$ cat src/rtl/egress_port.sv
// Egress side of one switch output: a small circular buffer feeding a valid/ready link,
// with misroute/overflow drop accounting, a delivered-packet counter and a link-stall watchdog.
module egress_port #(
    parameter int PORT_ID      = 0,
    parameter int DEPTH        = 4,
    parameter int PACKET_WIDTH = 16,
    parameter int TIMEOUT      = 16
) (
    input  logic                    clk,
    input  logic                    rst_n,
    input  logic                    in_valid,
    input  logic [PACKET_WIDTH-1:0] in_data,
    output logic                    in_full,
    output logic                    link_valid,
    output logic [PACKET_WIDTH-1:0] link_data,
    input  logic                    link_ready,
    output logic                    misroute_err,
    output logic                    stall_err,
    output logic [7:0]              drop_cnt,
    output logic [15:0]             tx_cnt
);
    localparam int AW = $clog2(DEPTH);
    localparam int CW = AW + 1;
    localparam int SW = $clog2(TIMEOUT + 1);

    typedef enum logic {IDLE, SEND} state_t;

    state_t                  state_reg, state_next;
    logic [PACKET_WIDTH-1:0] buffer [DEPTH];
    logic [AW-1:0]           wr_ptr_reg, rd_ptr_reg;
    logic [CW-1:0]           count_reg;
    logic [SW-1:0]           stall_cnt_reg;
    logic                    misroute_reg;
    logic [7:0]              drop_cnt_reg;
    logic [15:0]             tx_cnt_reg;

    logic target_ok, wr_en, drop_en, handshake;

    // Full is decoded from the registered count only, so a same-cycle pop never frees a slot.
    assign in_full    = (count_reg == CW'(DEPTH));
    assign target_ok  = in_data[PORT_ID];
    assign wr_en      = in_valid && !in_full && target_ok;
    assign drop_en    = in_valid && (!target_ok || in_full);
    assign link_valid = (state_reg == SEND);
    assign handshake  = link_valid && link_ready;
    assign link_data  = buffer[rd_ptr_reg];

    assign misroute_err = misroute_reg;
    assign stall_err    = (stall_cnt_reg == SW'(TIMEOUT));
    assign drop_cnt     = drop_cnt_reg;
    assign tx_cnt       = tx_cnt_reg;

    // Storage carries no reset: contents are meaningless until written.
    always_ff @(posedge clk) begin
        if (wr_en) begin
            buffer[wr_ptr_reg] <= in_data;
        end
    end

    always_comb begin
        state_next = state_reg;
        case (state_reg)
            IDLE: if (count_reg != '0) state_next = SEND;
            SEND: if (handshake && count_reg == CW'(1) && !wr_en) state_next = IDLE;
            default: state_next = IDLE;
        endcase
    end

    always_ff @(posedge clk or negedge rst_n) begin
        if (!rst_n) begin
            state_reg     <= IDLE;
            wr_ptr_reg    <= '0;
            rd_ptr_reg    <= '0;
            count_reg     <= '0;
            stall_cnt_reg <= '0;
            misroute_reg  <= 1'b0;
            drop_cnt_reg  <= '0;
            tx_cnt_reg    <= '0;
        end else begin
            state_reg    <= state_next;
            misroute_reg <= in_valid && !target_ok;
            if (wr_en) begin
                wr_ptr_reg <= wr_ptr_reg + AW'(1);
            end
            if (handshake) begin
                rd_ptr_reg <= rd_ptr_reg + AW'(1);
                tx_cnt_reg <= tx_cnt_reg + 16'd1;
            end
            case ({wr_en, handshake})
                2'b10:   count_reg <= count_reg + CW'(1);
                2'b01:   count_reg <= count_reg - CW'(1);
                default: count_reg <= count_reg;
            endcase
            if (drop_en && drop_cnt_reg != 8'hFF) begin
                drop_cnt_reg <= drop_cnt_reg + 8'd1;
            end
            // Watchdog saturates at TIMEOUT so stall_err stays up until the link moves.
            if (state_reg == IDLE || handshake) begin
                stall_cnt_reg <= '0;
            end else if (stall_cnt_reg != SW'(TIMEOUT)) begin
                stall_cnt_reg <= stall_cnt_reg + SW'(1);
            end
        end
    end
endmodule

$ cat config.mk
export PLATFORM = sky130hd
export DESIGN_NAME = egress_port
export DESIGN_NICKNAME = d
export VERILOG_FILES = /design/src/rtl/egress_port.sv
export SDC_FILE = /design/constraint.sdc
export NUM_CORES = 1
export LEC_CHECK = 0
export CORE_MARGIN = 3
export CORE_UTILIZATION = 30
export DETAILED_ROUTE_END_ITERATION = 10
export SYNTH_ARGS = -nofsm -noshare
export SYNTH_HDL_FRONTEND = slang
export SYNTH_SLANG_ARGS = --single-unit
$ cat constraint.sdc
create_clock -name clk -period 2.7 [get_ports clk]
set_input_delay 0.405 -clock clk [delete_from_list [all_inputs] [get_ports clk]]
set_output_delay 0.405 -clock clk [all_outputs]
set_load 0.005 [all_outputs]
==> results.md, run 1 <==
* Syn Nets at 283
* Post-synthesis cell type count at 37
* Setup repair after global routing missed its margin: false
* Share of synthesized registers carrying an async set or reset at 37.25%
* Total Power at around 5 mW
* Root Buffer Master: sky130_fd_sc_hd__clkbuf_16
* Placement Rows at 42
* Largest net degree at the start of global routing at 39
* Top Family by Delay on Critical Path: buffers and inverters
* Number of DRC violations after detailed routing at 0
* Type of the worst setup path: reg2out
* Min Clock Period, post-route at 2434 ps
* Required arrival time at the worst endpoint at 2300 ps
* Result of the run: completed
* Number of setup buffers added after CTS at 0
* Global Route Usage Sum at 10.52%
* Post-detailed-routing wire length at 7751 um
* Crit path launch type: flip-flop
* Vias in the first global route at 2381
* Antenna violations before repair at 0
* Number of buffers inserted by hold repair at cts at 0
* Largest fanout on the critical path at 16
* Max clock buf depth at 2
* Total number of vias at roughly 2300
* Clock tree from TritonCTS: built
* Number of clock buffers inserted by TritonCTS at 9
* Max Clock Skew at 7.325 ps
* Initial Util at 31.50%
* Static leakage power at 2.046 nW
* Max-cap viol count at 0
* Post-Route Setup TNS at 0 ps
* Overflow after GRT at 0
* Share of the clock period used by the worst path at 90.13%
* Worst Setup End Kind: primary output
* Slew at the pin closest to its max-slew limit at 859.5 ps
* Max frequency at 410.9 MHz
* List of cells traversed by the critical path: buf_12 > mux4_1 > clkdlybuf4s50_1
* Top flip-flop cell by instance count after synthesis: sky130_fd_sc_hd__edfxtp_1
* Ports at between 60 and 70
* Die W at 125.3 um
* Number of pins with negative max-slew slack in the final report at 0
* Die Height at 125.3 um
* CP peak stage delay at 560 ps
* Count of synthesis-stage warnings from yosys at 0
* Layout cell share with drive strength beyond 1 at 13.07%
* Instance area after placement at 5129 sq um
* Non-Filler Cell Area, Final at ~5400 sq um
* Worst path buffer plus inverter count at 2
* Slew margin rel. at 42.70%
* Total of endpoints with negative setup slack in the final report at 0
* Hold crit path type: in2async
* Relative area change from synthesis to final layout at 27.16%
* Core region area at 13560 sq um
* Core occupancy in the finished layout at 40.05%
* Remaining antenna violation count after routing at 0
* Clock Latency Late Sink at around 350 ps
* H-tree lvl count at 3
* Hold WS at about 170 ps
* Critical path's slowest cell: sky130_fd_sc_hd__mux4_1
* Flip-flop count of the largest register after layout at 64
* Top library cells by usage in the layout, fill and taps aside: sky130_fd_sc_hd__edfxtp_1, sky130_fd_sc_hd__clkdlybuf4s50_1, sky130_fd_sc_hd__dfrtp_1
* Final hold violation count at 0
* Synth Register Bits at about 100
* Total inserted antenna cells at 0
* Clock slew at reported path FFs at 70 ps
* Syn Inst Count at 250
* Most common cell after layout, fill and taps aside: sky130_fd_sc_hd__edfxtp_1
* Final-stage net count at 358
* RD Place Congestion at 0.7264
* Post-cts gate resize count at 0
* Die outline area at 15700 sq um
* Post-synthesis instance area at 4270 sq um
* Post-synthesis area per instance at 17.08 sq um
* Estimated wirelength of the detail-placed design at 5071 um
* Wire length of the first global-routing pass at 12680 um
* Routed wire per std cell at about 15 um
* Number of iterations in the first detailed-routing pass at 4
* Part of the Yosys area used for sequential elements at 67.27%
* Total of buffers placed on input and output ports at 63
* Power density cells at 922.9 nW/um^2
* Vias per inst at 4.547
* Crit path arrival time at 2030 ps
* Total clock sinks at 102
* DRC marker count from the first detailed-route iteration at 74
* Maximum vdd ir drop at 472.8 uV
* Number of enable flip-flop cells after synthesis at 64
## power breakdown
| group | switching, mW | internal [mW] | leakage (nW) |
|---|---|---|---|
| registers | 0.216 | 1.94 | 1.06 |
| logic | 0.616 | 0.932 | 0.835 |
| clock network | 0.581 | 0.731 | 0.149 |
| total | 1.41 | 3.60 | 2.05 |
## cell type report
| type | instances | area, sq um |
|---|---|---|
| well taps | 176 | 220.2 |
| clock inverters | 6 | 76.32 |
| repair buffers | 69 | 683.2 |
| fillers | 1284 | 8128 |
| multi-input cells | 133 | 1315 |
| flip-flops and latches | 102 | 2873 |
| clock buffers | 9 | 225.2 |
| inverters | 10 | 37.54 |
## cells by family after synthesis
logic type | count (synthesis) | synth area share (%)
XOR/XNOR | 28 | 5.743
AND/OR/NAND/NOR | 64 | 8.556
multiplexers | 24 | 11.81
AO/OA/AOI/OAI | 4 | 0.8791
buffers and inverters | 15 | 1.934
flip-flops | 102 | 67.27
adder cells (fa/ha/maj) | 13 | 3.809
## Yosys cell counts (all sizes together) (4+ instances only)
library cell	number	share of area (%)
nand2	15	1.3
ha	13	3.8
edfxtp	64	45
buf	4	0.97
mux4	16	9.5
nand4	5	0.88
xnor2	24	4.9
inv	10	0.88
dfrtp	38	22
xor2	4	0.82
mux2	6	1.8
nand3	14	1.8
and3	6	0.88
nor2	11	1.3
## metal layers
| layer | track usage (%) | vias to the layer above | wire (um) |
|---|---|---|---|
| li1 | - | 1087 | - |
| met2 | 15.94 | 51 | 3615 |
| met4 | 4.783 | 0 | 149 |
| met5 | 0 | - | 0 |
| met3 | 3.412 | 11 | 348 |
| met1 | 13.82 | 1147 | 3639 |
## path summary, 6_finish.rpt
check,endpoint,startpoint,slack [ps],cells past startpoint
setup / recovery,link_data[0],rd_ptr_reg[0]$_DFFE_PN0P_,270,3
hold / removal,tx_cnt[10]$_DFFE_PN0P_,rst_n,170,1
setup reg to reg,count_reg[2]$_DFFE_PN0P_,count_reg[0]$_DFFE_PN0P_,740,8
hold reg to reg,rd_ptr_reg[1]$_DFFE_PN0P_,rd_ptr_reg[1]$_DFFE_PN0P_,470,1
max in group asynchronous,misroute_err$_DFF_PN0_,rst_n,1990,1
min in group clk,rd_ptr_reg[1]$_DFFE_PN0P_,rd_ptr_reg[1]$_DFFE_PN0P_,470,1
## stage by stage
stage / std cells / setup slack, ps
6_report: 505 / 266.4
5_1_grt: 505 / 151.7
4_1_cts: 505 / 212.7
3_5_place_dp: 490 / 406.1
3_3_place_gp: 490 / 507.6
2_1_floorplan: 250 / 897.6
No activity file was read; power rests on OpenSTA's default activity.
==> inputs of run 2 (changes only) <==
Settings changed: CAP_MARGIN from default to 20.
==> results of run 2 <==
The final DEF is identical to that of run 1; final timing and power are the same.
